`src/rtl/icache_loader_if.sv`:
```
// icache_loader_if: byte-stream, icache write-port and control signals
// of the icache boot loader, bundled for the loader (master) and its environment (slave).
//   start_i/nwords_i/abort_i      load control
//   byte_valid_i/byte_data_i/byte_ready_o  byte-stream handshake
//   we_o/wraddr_o/wrdata_o        icache write port
//   busy_o/done_o/core_rst_no     status and core reset
interface icache_loader_if #(
    parameter int ADDR_W = 6,
    parameter int DATA_W = 32
);
    logic              start_i;
    logic [ADDR_W:0]   nwords_i;
    logic              abort_i;
    logic              byte_valid_i;
    logic [7:0]        byte_data_i;
    logic              byte_ready_o;
    logic              we_o;
    logic [ADDR_W-1:0] wraddr_o;
    logic [DATA_W-1:0] wrdata_o;
    logic              busy_o;
    logic              done_o;
    logic              core_rst_no;

    modport master (
        input  start_i, nwords_i, abort_i,
        input  byte_valid_i, byte_data_i,
        output byte_ready_o,
        output we_o, wraddr_o, wrdata_o,
        output busy_o, done_o, core_rst_no
    );

    modport slave (
        output start_i, nwords_i, abort_i,
        output byte_valid_i, byte_data_i,
        input  byte_ready_o,
        input  we_o, wraddr_o, wrdata_o,
        input  busy_o, done_o, core_rst_no
    );
endinterface

```
`src/rtl/icache_loader.sv`:
```
// icache_loader: packs a little-endian byte stream into words, writes them to
// consecutive icache addresses and holds the core in reset until the load completes.
//   clk_i   rising-edge clock
//   rst_ni  asynchronous active-low reset
//   bus     icache_loader_if.master (control, byte handshake, write port, status)
module icache_loader #(
    parameter int ADDR_W = 6,
    parameter int DATA_W = 32
) (
    input  logic            clk_i,
    input  logic            rst_ni,
    icache_loader_if.master bus
);

    localparam int LANES = DATA_W / 8;
    localparam int BC_W  = (LANES > 1) ? $clog2(LANES) : 1;
    localparam logic [ADDR_W:0] FULL = (ADDR_W + 1)'(1) << ADDR_W;

    typedef enum logic [1:0] {
        IDLE,
        RECV,
        WRITE,
        DONE
    } state_t;

    state_t            state_q, state_d;
    logic [ADDR_W-1:0] last_q;
    logic [ADDR_W-1:0] word_q;
    logic [BC_W-1:0]   byte_q;
    logic [DATA_W-1:0] buf_q;
    logic [ADDR_W-1:0] wraddr_q;
    logic [DATA_W-1:0] wrdata_q;
    logic              core_rst_q;

    logic              ready;
    logic              xfer;
    logic              we;
    logic              start_ok;
    logic              last_lane;
    logic              last_word;
    logic [ADDR_W:0]   n_eff;
    logic [ADDR_W:0]   n_m1;

    always_comb begin
        state_d  = state_q;
        ready    = 1'b0;
        xfer     = 1'b0;
        we       = 1'b0;
        start_ok = 1'b0;
        // Zero or oversize counts mean "fill the whole cache".
        n_eff = bus.nwords_i;
        if (bus.nwords_i == '0 || bus.nwords_i > FULL) begin
            n_eff = FULL;
        end
        n_m1      = n_eff - (ADDR_W + 1)'(1);
        last_lane = (byte_q == BC_W'(LANES - 1));
        last_word = (word_q == last_q);
        unique case (state_q)
            IDLE: begin
                if (bus.start_i) begin
                    start_ok = 1'b1;
                    state_d  = RECV;
                end
            end
            RECV: begin
                // Abort blocks the transfer in the same cycle.
                ready = ~bus.abort_i;
                xfer  = ready & bus.byte_valid_i;
                if (bus.abort_i) begin
                    state_d = IDLE;
                end else if (xfer && last_lane) begin
                    state_d = WRITE;
                end
            end
            WRITE: begin
                if (bus.abort_i) begin
                    state_d = IDLE;
                end else begin
                    we      = 1'b1;
                    state_d = last_word ? DONE : RECV;
                end
            end
            DONE: begin
                state_d = IDLE;
            end
            default: begin
                state_d = IDLE;
            end
        endcase
    end

    always_ff @(posedge clk_i or negedge rst_ni) begin
        if (!rst_ni) begin
            state_q <= IDLE;
        end else begin
            state_q <= state_d;
        end
    end

    always_ff @(posedge clk_i or negedge rst_ni) begin
        if (!rst_ni) begin
            last_q     <= '0;
            word_q     <= '0;
            byte_q     <= '0;
            buf_q      <= '0;
            wraddr_q   <= '0;
            wrdata_q   <= '0;
            core_rst_q <= 1'b0;
        end else begin
            if (start_ok) begin
                last_q     <= n_m1[ADDR_W-1:0];
                word_q     <= '0;
                byte_q     <= '0;
                core_rst_q <= 1'b0;
            end
            if (xfer) begin
                buf_q[{byte_q, 3'b000} +: 8] <= bus.byte_data_i;
                byte_q <= byte_q + BC_W'(1);
            end
            if (we) begin
                wraddr_q <= word_q;
                wrdata_q <= buf_q;
                byte_q   <= '0;
                if (last_word) begin
                    // Release the core together with the done pulse.
                    core_rst_q <= 1'b1;
                end else begin
                    word_q <= word_q + ADDR_W'(1);
                end
            end
        end
    end

    // The write port shows the live word only while we_o is high,
    // otherwise it holds the last word written.
    assign bus.byte_ready_o = ready;
    assign bus.we_o         = we;
    assign bus.wraddr_o     = we ? word_q : wraddr_q;
    assign bus.wrdata_o     = we ? buf_q : wrdata_q;
    assign bus.busy_o       = (state_q != IDLE);
    assign bus.done_o       = (state_q == DONE);
    assign bus.core_rst_no  = core_rst_q;

endmodule
```
`src/flat_wrapper.sv`:
```
// flat-port wrapper written by rule: the top's interface ports become plain ports
module icache_loader_flat 
#(
    parameter int ADDR_W = 6,
    parameter int DATA_W = 32
)
  (clk_i, rst_ni, bus_start_i, bus_nwords_i, bus_abort_i, bus_byte_valid_i, bus_byte_data_i, bus_byte_ready_o, bus_we_o, bus_wraddr_o, bus_wrdata_o, bus_busy_o, bus_done_o, bus_core_rst_no);
  icache_loader_if #(.ADDR_W(ADDR_W), .DATA_W(DATA_W)) bus_i ();
  input  logic clk_i;
  input  logic rst_ni;
  input wire logic [$bits(bus_i.start_i)-1:0] bus_start_i;
  input wire logic [$bits(bus_i.nwords_i)-1:0] bus_nwords_i;
  input wire logic [$bits(bus_i.abort_i)-1:0] bus_abort_i;
  input wire logic [$bits(bus_i.byte_valid_i)-1:0] bus_byte_valid_i;
  input wire logic [$bits(bus_i.byte_data_i)-1:0] bus_byte_data_i;
  output wire logic [$bits(bus_i.byte_ready_o)-1:0] bus_byte_ready_o;
  output wire logic [$bits(bus_i.we_o)-1:0] bus_we_o;
  output wire logic [$bits(bus_i.wraddr_o)-1:0] bus_wraddr_o;
  output wire logic [$bits(bus_i.wrdata_o)-1:0] bus_wrdata_o;
  output wire logic [$bits(bus_i.busy_o)-1:0] bus_busy_o;
  output wire logic [$bits(bus_i.done_o)-1:0] bus_done_o;
  output wire logic [$bits(bus_i.core_rst_no)-1:0] bus_core_rst_no;
  assign bus_i.start_i = bus_start_i;
  assign bus_i.nwords_i = bus_nwords_i;
  assign bus_i.abort_i = bus_abort_i;
  assign bus_i.byte_valid_i = bus_byte_valid_i;
  assign bus_i.byte_data_i = bus_byte_data_i;
  assign bus_byte_ready_o = bus_i.byte_ready_o;
  assign bus_we_o = bus_i.we_o;
  assign bus_wraddr_o = bus_i.wraddr_o;
  assign bus_wrdata_o = bus_i.wrdata_o;
  assign bus_busy_o = bus_i.busy_o;
  assign bus_done_o = bus_i.done_o;
  assign bus_core_rst_no = bus_i.core_rst_no;
  icache_loader #(.ADDR_W(ADDR_W), .DATA_W(DATA_W)) u_core (.clk_i(clk_i), .rst_ni(rst_ni), .bus(bus_i));
endmodule
```
`config.mk`:
```
export PLATFORM = sky130hd
export DESIGN_NAME = icache_loader_flat
export DESIGN_NICKNAME = d
export VERILOG_FILES = /design/src/rtl/icache_loader_if.sv /design/src/rtl/icache_loader.sv /design/src/flat_wrapper.sv
export SDC_FILE = /design/constraint.sdc
export NUM_CORES = 1
export LEC_CHECK = 0
export CORE_ASPECT_RATIO = 1.5
export CORE_MARGIN = 5
export CORE_UTILIZATION = 45
export DETAILED_ROUTE_END_ITERATION = 6
export DONT_BUFFER_PORTS = 1
export GPL_TIMING_DRIVEN = 0
export PLACE_DENSITY = 0.63
export SYNTH_ARGS = -nofsm -noshare
export SYNTH_HDL_FRONTEND = slang
export SYNTH_SLANG_ARGS = --single-unit
export TNS_END_PERCENT = 1
```
`constraint.sdc`:
```
create_clock -name clk_i -period 3.81 [get_ports clk_i]
set_clock_uncertainty 0.05 [all_clocks]
set_input_delay 0.1905 -clock clk_i [delete_from_list [all_inputs] [get_ports clk_i]]
set_output_delay 0.1905 -clock clk_i [all_outputs]
set_load 0.05 [all_outputs]
```
==> summary.md, run 1 <==
| Metric | Value |
|---|---|
| Status | `finished clean` |
| Syn avg cell area | `11.3 µm²` |
| Minimum clock period | `roughly 2.5 ns` |
| Number of library cell types mapped by synthesis | `32` |
| Dpl cells | `between 400 and 500` |
| Largest net degree at the start of global routing | `roughly 90` |
| Ratio of cells with drive above 1 in the final layout | `17.4%` |
| # rows | `40` |
| Mapped Cells | `between 300 and 400` |
| Ant diodes | `0` |
| Synth Area in Adders | `about 2.4%` |
| Largest family of logic cells by synthesized area | `simple AND/OR/NAND/NOR gates` |
| Final Cell Area | `approximately 0.0043 mm²` |
| Top area cells in the synthesized netlist | `dfrtp_1, mux2_2, nand2_1, o21ai_0, ha_1` |
| Worst Hold End | `u_core.last_q[0]$_DFFE_PN0P_` |
| Initial antenna violation count | `0` |
| PwrDens | `491 mW/mm²` |
| Synth Flop Type | `dfrtp_1` |
| Post-DP HPWL | `~5300 µm` |
| Number of synthesized flops with an enable pin | `0` |
| Endpoints failing setup | `0` |
| Final hold slack | `about 0.016 ns` |
| Synth top area share | `around three fifths` |
| Cell Int Power | `0.00156 W` |
| Max Freq | `~400 MHz` |
| Num ports | `63` |
| Die height | `between 100 and 150 µm` |
| Gr usage total | `between 10% and 20%` |
| FF+latch count, synth | `just under 90` |
| RSZ-0062 raised after global routing | `false` |
| Period utilisation layout | `between 60% and 70%` |
| Sink Count | `a little under 90` |
| Grt ovf | `0` |
| Post-synthesis mux area share | `13.3%` |
| Worst path arrival time | `2.28 ns` |
| Max cap viols | `0` |
| Hold crit path type | `in -> reg` |
| Setup crit start kind | `flop` |
| FF-to-FF path depth | `5` |
| Synth Area in Simple Gates | `a little over an eighth` |
| Crit-path max FO | `10` |
| Clock-pin slew on the worst setup and hold paths | `0.06 ns` |
| Rel. slew slack | `34.6%` |
| Netlist Area Pre-Place | `approximately 0.0037 mm²` |
| Area of the core | `about 0.008 mm²` |
| Die area | `roughly 0.01 mm²` |
| Compound-gate portion of the synthesized area | `~7.8%` |
| First-pass GRT wire length | `13200 µm` |
| P_leak | `1.97 nW` |
| Routed via count | `2423` |
| I/O Buffers | `0` |
| Last weighted congestion value of the routability-driven placer | `0.773` |
| Non-Filler Instances | `462` |
| Combinational Power Share | `11.8%` |
| Reg power frac | `49.6%` |
| Wire length per cell | `between 15 and 20 µm` |
| Number of global-route vias before repair | `around 2600` |
| DR pass1 iterations | `4` |
| Yosys top cell by area | `dfrtp_1` |
| Sw Ratio | `25.6%` |
| Setup Total Neg Slack | `0 ns` |
| RR Endpoint | `u_core.buf_q[30]$_DFFE_PN0P_` |
| Max clock buf depth | `2` |
| Final Net Count | `between 300 and 400` |
| Clock root cell | `clkbuf_16` |
| Slew Viols, Final | `0` |
| CP required | `3.57 ns` |
| Reg2Reg Setup Slack | `~1.4 ns` |
| DRC Markers | `0` |
| XOR/XNOR share of the synthesized area | `under 10%` |
| Synth async-reset ratio | `100%` |
| Antenna-violating nets left | `0` |
| Hold Vio Cnt, Final | `0` |
| TritonCTS Buffers | `9` |
| FILL cells | `~710` |
| Die W | `~84 µm` |
| Hold depth | `3` |
| Seq/Total Area, Yosys | `about three fifths` |
| CTS tree | `done` |
| Worst vdd ir | `about 0.27 mV` |
| Worst setup path start | `u_core.state_q[0]$_DFFE_PN0P_` |
| Mapped Nets | `352` |
| Post-CTS Setup Bufs | `0` |
| Total power | `around 0.0021 W` |
| Slew @ Worst Pin | `0.977 ns` |
| Power share of the clock group | `38.6%` |
| Post-Route WL | `a little under 8000 µm` |
| Worst-Skew Late Latency | `around 0.33 ns` |
| Initial Utilization | `approximately 46%` |
| Sw Pwr | `about 0.00054 W` |
| Number of H-tree levels | `3` |
| Setup crit end kind | `output port` |
| Reg2reg start | `u_core.state_q[0]$_DFFE_PN0P_` |
| Initial drt markers | `111` |
| Class of the most critical setup path | `reg -> out` |
| Dpl cell area | `approximately 0.0038 mm²` |
| Area Growth Syn to Fin | `15.9%` |
| Hold wc startpoint | `bus_nwords_i[0]` |
| Syn. warnings | `0` |
| Via/cell ratio | `approximately 5.2` |
[power groups by stage]
stage	logic [W]	clock network, W	registers (W)
floorplan	0.000172	0	0.00104
global placement	0.000201	0	0.00106
detailed placement	0.000204	0	0.00106
CTS	0.000250	0.000838	0.00104
global route	0.000286	0.000883	0.00105
finish	0.000247	0.000810	0.00104
[stage by stage]
step	utilization [%]	setup WS, ns
after floorplan	-	1.77
after detailed placement	47.7	1.42
after global routing	53.4	1.16
after CTS	53.4	1.24
final	53.4	1.29
after global placement	47.7	1.44
[worst max path at each step]
stage                                         endpoint  slack (ns)  depth (start not counted)
final                                  bus_wraddr_o[4]        1.29                          3
after detailed placement  u_core.buf_q[31]$_DFFE_PN0P_        1.42                          5
after global routing                   bus_wraddr_o[4]        1.16                          3
after global placement    u_core.buf_q[30]$_DFFE_PN0P_        1.44                          5
after CTS                             bus_wrdata_o[30]        1.24                          3
after floorplan           u_core.buf_q[30]$_DFFE_PN0P_        1.77                          5
[kinds of logic after synthesis]
| family | count (synthesis) |
|---|---|
| buffers and inverters | 16 |
| multiplexers | 44 |
| adder cells (fa/ha/maj) | 7 |
| AND/OR/NAND/NOR | 111 |
| AO/OA/AOI/OAI | 51 |
| XOR/XNOR | 9 |
| flip-flops | 87 |
[area by class of cell]
type	instances	area, µm²	area share, %
buffer	9	38.8	0.907
clock buffer	13	260	6.09
clock inverter	3	17.5	0.410
inverter	7	26.3	0.615
multi-input combinational	222	1450	33.8
sequential	87	2180	50.9
tap	105	131	3.07
timing repair buffer	16	178	4.16
[critical path, cell delays in order, from the launching register on]
cell and delay [ns]:
dfrtp_1 0.47, nor3b_4 0.47, buf_2 0.48, mux2_2 0.52
[placed cells by master, fill, tap and decap left out, types with 2 or more instances in the layout]
cell / n
a22o_1: 2
nand2_1: 80
clkbuf_16: 9
mux2_2: 39
dfrtp_1: 87
buf_2: 4
nor2b_1: 2
inv_1: 7
xnor2_1: 8
clkinv_2: 2
dlygate4sd3_1: 15
nand4_1: 2
nand2b_1: 3
ha_1: 7
clkbuf_8: 2
o2111ai_1: 3
mux2i_1: 5
clkbuf_1: 7
and4_1: 2
a21oi_1: 5
nor3_1: 2
o21ai_0: 37
nor2_1: 9
nor3b_1: 4
[sequential cells by signal (all words and copies together) (netlist names)]
signal                  flops
u_core.wrdata_q            32
u_core.buf_q               32
u_core.word_q               6
u_core.wraddr_q             6
u_core.byte_q               2
u_core.bus.core_rst_no      1
u_core.state_q              2
u_core.last_q               6
[synthesized netlist by cell type (4+ instances only)]
master and count:
dfrtp_1 87, nand2_1 80, mux2_2 39, o21ai_0 37
nor2_1 9, xnor2_1 8, ha_1 7, inv_1 7
a21oi_1 5, clkbuf_1 5, mux2i_1 5, buf_2 4
nor3b_1 4
[metal layers]
metal  wire length [µm]  track usage (%)  share of wire [%]  up-vias
met5                  0                0                  0        -
met4                221             7.55                2.8        0
met3                525             6.05                6.8       16
met2               4000             28.4                 51       77
met1               3030             19.0                 39     1171
li1                   -                -                  -     1159
[what timing repair did]
item                       4_1_cts  5_1_grt
gates resized for setup          0        0
hold endpoints to repair       123        0
setup endpoints to repair        0        0
hold buffers                    16        0
No activity file was read; power rests on OpenSTA's default activity.
==> run 2: changes to the inputs <==
--- a/config.mk
+++ b/config.mk
@@ -11,7 +11,7 @@
 export DETAILED_ROUTE_END_ITERATION = 6
 export DONT_BUFFER_PORTS = 1
 export GPL_TIMING_DRIVEN = 0
-export PLACE_DENSITY = 0.63
+export PLACE_DENSITY = 0.65
 export SYNTH_ARGS = -nofsm -noshare
 export SYNTH_HDL_FRONTEND = slang
 export SYNTH_SLANG_ARGS = --single-unit
==> constraint.sdc (replaced) <==
create_clock -name clk_i -period 2.1 [get_ports clk_i]
set_clock_uncertainty 0.05 [all_clocks]
set_input_delay 0.105 -clock clk_i [delete_from_list [all_inputs] [get_ports clk_i]]
set_output_delay 0.105 -clock clk_i [all_outputs]
set_load 0.05 [all_outputs]
==> run 2 against run 1 <==
  * The run now ends with negative hold slack, negative setup slack left
  * Power increased by 89%
  * Sequential share of layout area shrank 0.81 points
  * Register-to-register slack worse by 1.5 ns
  * Highest routed layer unchanged
  * Wire length increased by 2.6%
  * Combinational power is 75% higher
  * Largest cell class unchanged
  * Worst hold slack worse by 0.60 ns
  * Utilization grew 0.92 points
  * Critical path depth rose by 2
==> summary.md, run 2 (synthesis results as in run 1) <==
| Metric | Value |
|---|---|
| Crit path cell chain | `inv_1 > ha_1 > nor3b_1 > nand2_1 > o21ai_0 (was nor3b_4 > buf_2 > mux2_2)` |
| Worst-Skew Late Latency | `0.33 ns (about the same)` |
| Hold crit path type | `in -> async (was in -> reg)` |
| Ant diodes | `0 (unchanged)` |
| Final hold slack | `-0.588 ns (was 0.0159 ns)` |
| Final Net Count | `383 (was 379)` |
| Die W | `83.9 µm (unchanged)` |
| Last weighted congestion value of the routability-driven placer | `0.788 (was 0.773)` |
| Hold Vio Cnt, Final | `87 (was 0)` |
| Clock root cell | `clkbuf_16 (unchanged)` |
| Pre-CTS setup slack | `-0.295 ns (was 1.42 ns)` |
| Initial antenna violation count | `0 (unchanged)` |
| Crit-path max FO | `8 (was 10)` |
| Wire length per cell | `17.1 µm (was 16.8 µm)` |
| First-pass GRT wire length | `13400 µm (was 13200 µm)` |
| Worst path arrival time | `2.36 ns (was 2.28 ns)` |
| Post-DP HPWL | `5450 µm (was 5260 µm)` |
| Worst vdd ir | `0.524 mV (was 0.265 mV)` |
| Die area | `0.0101 mm² (unchanged)` |
| RSZ-0062 raised after global routing | `true (was false)` |
| Minimum clock period | `roughly 2.2 ns` |
| Sink Count | `87 (unchanged)` |
| Most common cell after layout, fill and taps aside | `dfrtp_1 (unchanged)` |
| CTS tree | `done (unchanged)` |
| P_leak | `1.99 nW (was 1.97 nW)` |
| Routed via count | `2461 (was 2423)` |
| Antenna-violating nets left | `0 (unchanged)` |
| Largest net degree at the start of global routing | `88 (unchanged)` |
| Final Cell Area | `0.00435 mm² (was 0.00428 mm²)` |
| Num ports | `63 (unchanged)` |
| Slowest stage cell, crit path | `nor3b_1 (was mux2_2)` |
| FF-to-FF path depth | `5 (unchanged)` |
| Clock-pin slew on the worst setup and hold paths | `0.07 ns (was 0.06 ns)` |
| Initial drt markers | `172 (was 111)` |
| Setup crit start kind | `flop (unchanged)` |
| Ratio of cells with drive above 1 in the final layout | `19.1% (was 17.4%)` |
| Number of global-route vias before repair | `2644 (was 2554)` |
| Grt ovf | `0 (unchanged)` |
| Slew Viols, Final | `0 (unchanged)` |
| Max Freq | `approximately 460 MHz` |
| Commonest non-fill, non-tap cells in the layout | `dfrtp_1, nand2_1, mux2_2 (unchanged)` |
| DRC Markers | `0 (unchanged)` |
| Dpl cell area | `0.00382 mm² (unchanged)` |
| I/O Buffers | `0 (unchanged)` |
| Post-Route WL | `7980 µm (was 7780 µm)` |
| Slowest stage delay, CP | `0.76 ns (was 0.52 ns)` |
| Setup crit end kind | `flop (was output port)` |
| Failing checks | `negative hold slack, negative setup slack` |
| TritonCTS Buffers | `9 (unchanged)` |
| Slew @ Worst Pin | `0.911 ns (was 0.977 ns)` |
| Die height | `121 µm (unchanged)` |
| Via/cell ratio | `5.28 (was 5.24)` |
| Gr usage total | `16.8% (about the same)` |
| FILL cells | `706 (was 709)` |
| Rel. slew slack | `39.2% (was 34.6%)` |
| PwrDens | `912 mW/mm² (was 491 mW/mm²)` |
| Number of H-tree levels | `3 (unchanged)` |
| Max cap viols | `0 (unchanged)` |
| Max clock buf depth | `2 (unchanged)` |
| DR pass1 iterations | `4 (unchanged)` |
| Area of the core | `0.00801 mm² (unchanged)` |
| Final WS setup | `-0.0726 ns (was 1.29 ns)` |
| Biggest regs | `u_core.buf_q: 32 flops, u_core.wrdata_q: 32 flops (unchanged)` |
| Hold Buf Count CTS | `17 (was 16)` |
| Period utilisation layout | `103%` |
| Class of the most critical setup path | `reg -> reg (was reg -> out)` |
| # rows | `40 (unchanged)` |
| CP required | `2.28 ns (was 3.57 ns)` |
| Initial Utilization | `46.1% (unchanged)` |
| Area Growth Syn to Fin | `17.9% (was 15.9%)` |
| Status | `finished with violations (was finished clean)` |
| Endpoints failing setup | `10 (was 0)` |
## run 2: where the power goes
group          internal (W)  switching (W)
registers           0.00180      0.0000918
clock network      0.000973       0.000664
logic              0.000168       0.000264
total               0.00295        0.00102
## run 2: path summary, 6_finish.rpt
kind | slack [ns] | to | startpoint
max | -0.07 | u_core.buf_q[18]$_DFFE_PN0P_ | u_core.byte_q[0]$_DFFE_PN0P_
min | -0.59 | u_core.wrdata_q[15]$_DFF_PN0_ | rst_ni
max reg2reg | -0.07 | u_core.buf_q[18]$_DFFE_PN0P_ | u_core.byte_q[0]$_DFFE_PN0P_
min reg2reg | 0.43 | u_core.buf_q[17]$_DFFE_PN0P_ | u_core.buf_q[17]$_DFFE_PN0P_
max in group asynchronous | 2.45 | u_core.state_q[0]$_DFFE_PN0P_ | rst_ni
min in group clk_i | 0.02 | u_core.state_q[0]$_DFFE_PN0P_ | bus_abort_i
## run 2: critical path, delay by kind of cell, from the launching register on
| kind | cells | cell delay, ns |
|---|---|---|
| AND/OR/NAND/NOR | 2 | 0.86 |
| AO/OA/AOI/OAI | 1 | 0.21 |
| adder cells (fa/ha/maj) | 1 | 0.37 |
| buffers and inverters | 1 | 0.14 |
| flip-flops | 1 | 0.44 |
## run 2: cell type report
type	count	area [µm²]	share of cell area (%)
Inverter	7	26.3	0.604
Buffer	9	47.5	1.09
Timing Repair Buffer	20	193	4.43
Sequential cell	87	2180	50.1
Multi-Input combinational cell	222	1460	33.5
Clock inverter	6	75.1	1.73
Clock buffer	10	239	5.49
Tap cell	105	131	3.02
## run 2: stage by stage
step | power (W) | instances | utilization [%] | TNS [ns]
2_1_floorplan | 0.00221 | 325 | - | 0
3_3_place_gp | 0.00228 | 430 | 47.7 | -2.61
3_5_place_dp | 0.00231 | 430 | 47.7 | -3.16
4_1_cts | 0.00400 | 466 | 54.3 | -0.488
5_1_grt | 0.00415 | 466 | 54.3 | -7.16
6_report | 0.00397 | 466 | 54.3 | -0.246
## run 2: what timing repair did
item                                    in CTS  in global routing
endpoints found under the setup margin      56                 69
setup buffers                                3                  0
hold endpoints to repair                   126                 87
pin swaps                                    0                  1
resized for setup                            5                  2
## run 2: per-layer routing
metal	global-route usage [%]	up-vias	routed length, µm
li1	-	1170	-
met1	18.8	1220	3130
met2	30.2	64	4250
met3	5.98	7	517
met4	4.23	0	85
met5	0	-	0
==> run 3: changes to the inputs <==
--- a/config.mk
+++ b/config.mk
@@ -12,6 +12,7 @@
 export DONT_BUFFER_PORTS = 1
 export GPL_TIMING_DRIVEN = 0
 export PLACE_DENSITY = 0.65
+export REMOVE_ABC_BUFFERS = 1
 export SYNTH_ARGS = -nofsm -noshare
 export SYNTH_HDL_FRONTEND = slang
 export SYNTH_SLANG_ARGS = --single-unit
==> run 3 against run 2 <==
  * The flow still finishes with violations (negative hold slack, negative setup slack)
  * Fmax shrank 0.12%
  * Via count shrank 2.9%
  * First-iteration DRC count shrank 34%
  * Die area is the same
  * Worst hold slack gained 0.0020 ns
  * Wire length shrank 7.1%
  * Critical path type unchanged
==> summary.md, run 3 (synthesis results as in run 1) <==
| Metric | Value |
|---|---|
| I/O Buffers | `0 (unchanged)` |
| Slowest stage cell, crit path | `nor3b_1 (unchanged)` |
| Final Net Count | `374 (was 383)` |
| Status | `finished with violations (unchanged)` |
| Ant diodes | `0 (unchanged)` |
| DRC Markers | `0 (unchanged)` |
| Period utilisation layout | `104% (was 103%)` |
| Rel. slew slack | `37.2% (was 39.2%)` |
| Setup Total Neg Slack | `-0.459 ns (was -0.246 ns)` |
| Worst path arrival time | `2.37 ns (was 2.36 ns)` |
| Sink Count | `87 (unchanged)` |
| Sw Ratio | `23.4% (was 25.7%)` |
| Die area | `0.0101 mm² (unchanged)` |
| Last weighted congestion value of the routability-driven placer | `0.748 (was 0.788)` |
| Dpl cells | `423 (was 430)` |
| TritonCTS Buffers | `9 (unchanged)` |
| First-pass GRT wire length | `12600 µm (was 13400 µm)` |
| Sw Pwr | `0.000938 W (was 0.00102 W)` |
| Max cap viols | `0 (unchanged)` |
| Initial Utilization | `46.1% (unchanged)` |
| Failing checks | `negative hold slack, negative setup slack (unchanged)` |
| Most common cell after layout, fill and taps aside | `dfrtp_1 (unchanged)` |
| Slew @ Worst Pin | `0.940 ns (was 0.911 ns)` |
| Die height | `121 µm (unchanged)` |
| Cell Int Power | `0.00307 W (was 0.00295 W)` |
| Via/cell ratio | `5.23 (was 5.28)` |
| Setup crit start kind | `flop (unchanged)` |
| Routed via count | `2390 (was 2461)` |
| # rows | `40 (unchanged)` |
| Setup crit end kind | `flop (unchanged)` |
| Worst vdd ir | `0.447 mV (was 0.524 mV)` |
| Final hold slack | `-0.586 ns (was -0.588 ns)` |
| Hold crit path type | `in -> async (unchanged)` |
| Final WS setup | `-0.0752 ns (was -0.0726 ns)` |
| Initial antenna violation count | `0 (unchanged)` |
| Commonest non-fill, non-tap cells in the layout | `dfrtp_1, nand2_1, mux2_2 (unchanged)` |
| Max clock buf depth | `2 (unchanged)` |
| Endpoints failing setup | `14 (was 10)` |
| Crit path cell chain | `inv_1 > ha_1 > nor3b_1 > nand2_1 > o21ai_0 (unchanged)` |
| Biggest regs | `u_core.buf_q: 32 flops, u_core.wrdata_q: 32 flops (unchanged)` |
| Multi-input logic area | `0.00146 mm² (unchanged)` |
| Die W | `83.9 µm (unchanged)` |
| Post-Route WL | `7410 µm (was 7980 µm)` |
| Non-Filler Instances | `457 (was 466)` |
| Number of global-route vias before repair | `2530 (was 2644)` |
| Gr usage total | `15.8% (was 16.8%)` |
| Minimum clock period | `2.18 ns (was 2.17 ns)` |
| Clock root cell | `clkbuf_16 (unchanged)` |
| Num ports | `63 (unchanged)` |
| Power share of the clock group | `42.4% (was 41.3%)` |
| Grt ovf | `0 (unchanged)` |
| Area of the core | `0.00801 mm² (unchanged)` |
| Max Freq | `460 MHz (about the same)` |
| PwrDens | `923 mW/mm² (was 912 mW/mm²)` |
| Post-DP HPWL | `5120 µm (was 5450 µm)` |
| FILL cells | `672 (was 706)` |
| P_leak | `1.99 nW (about the same)` |
| Hold Buf Count CTS | `15 (was 17)` |
| Register area | `0.00218 mm² (about the same)` |
| Total power | `0.00401 W (was 0.00397 W)` |
| Number of H-tree levels | `3 (unchanged)` |
| Crit-path max FO | `8 (unchanged)` |
| Worst-Skew Late Latency | `0.33 ns (about the same)` |
| CP required | `2.29 ns (was 2.28 ns)` |
| Wire length per cell | `16.2 µm (was 17.1 µm)` |
| Ratio of cells with drive above 1 in the final layout | `18.2% (was 19.1%)` |
| Antenna-violating nets left | `0 (unchanged)` |
| Reg power frac | `47.2% (was 47.8%)` |
| Hold Vio Cnt, Final | `87 (unchanged)` |
| Area Growth Syn to Fin | `17.8% (was 17.9%)` |
| CTS tree | `done (unchanged)` |
| Largest net degree at the start of global routing | `88 (unchanged)` |
| Slew Viols, Final | `0 (unchanged)` |
| Class of the most critical setup path | `reg -> reg (unchanged)` |
| Pre-CTS setup slack | `-0.318 ns (was -0.295 ns)` |
| Combinational Power Share | `10.4% (was 10.9%)` |
| Initial drt markers | `114 (was 172)` |
| Clock-pin slew on the worst setup and hold paths | `0.06 ns (was 0.07 ns)` |
| DR pass1 iterations | `4 (unchanged)` |
| Slowest stage delay, CP | `0.78 ns (was 0.76 ns)` |
| RSZ-0062 raised after global routing | `true (unchanged)` |
-- run 3: cell count changes in the layout (fill, tap and decap cells not counted), moves of 2 or more --
cell           previous run  this run
dlygate4sd3_1            17        15
buf_2                     2         0
buf_4                     4         2
clkbuf_1                  5         2
inv_6                     2         0
-- run 3: path summary, 6_finish.rpt --
| check | startpoint | to | slack, ns | cells after the start |
|---|---|---|---|---|
| min in group clk_i | bus_nwords_i[1] | u_core.last_q[1]$_DFFE_PN0P_ | 0.02 | 3 |
| setup / recovery | u_core.byte_q[0]$_DFFE_PN0P_ | u_core.buf_q[4]$_DFFE_PN0P_ | -0.08 | 5 |
| max in group asynchronous | rst_ni | u_core.wraddr_q[3]$_DFF_PN0_ | 2.48 | 0 |
| hold reg to reg | u_core.buf_q[0]$_DFFE_PN0P_ | u_core.buf_q[0]$_DFFE_PN0P_ | 0.42 | 2 |
| hold / removal | rst_ni | u_core.wrdata_q[17]$_DFF_PN0_ | -0.59 | 0 |
| setup reg to reg | u_core.byte_q[0]$_DFFE_PN0P_ | u_core.buf_q[4]$_DFFE_PN0P_ | -0.08 | 5 |
-- run 3: layout make-up --
cell class	instances	share of cell area (%)
sequential	87	50.1
multi-input combinational	222	33.5
clock buffer	13	5.99
timing repair buffer	20	5.24
tap	105	3.02
clock inverter	3	1.50
inverter	7	0.604
-- run 3: power groups by stage --
stage / combinational, W / clock (W) / sequential, W
after floorplan: 0.000309 / 0 / 0.00189
after global placement: 0.000357 / 0 / 0.00192
after detailed placement: 0.000372 / 0 / 0.00192
after CTS: 0.000420 / 0.00175 / 0.00189
after global routing: 0.000483 / 0.00183 / 0.00191
final: 0.000417 / 0.00170 / 0.00189
-- run 3: layer usage --
metal | track usage [%] | up-vias | share of wire [%]
li1 | - | 1155 | -
met1 | 18.0 | 1158 | 41
met2 | 26.8 | 59 | 50
met3 | 5.03 | 18 | 6.0
met4 | 7.85 | 0 | 2.8
met5 | 0 | - | 0
-- run 3: what timing repair did --
| item | in CTS | in global routing |
|---|---|---|
| setup buffers | 3 | 0 |
| endpoints found under the hold margin | 126 | 87 |
| pin swaps | 1 | 0 |
| endpoints found under the setup margin | 112 | 42 |
| gates resized for setup | 2 | 1 |
-- run 3: through the flow --
step	cell area, µm²	utilization (%)	hold WS (ns)
floorplan	3650	-	-0.241
global placement	3780	47.2	-0.239
detailed placement	3820	47.8	-0.238
CTS	4350	54.3	-0.602
global route	4350	54.3	-0.607
finish	4350	54.3	-0.586
-- run 3: critical path: cells and delay by family (launching register included) --
family          cells  cell delay, ns
simple gates        2            0.88
flops               1            0.45
fa+ha+maj           1            0.38
compound gates      1            0.18
buf+inv             1            0.14
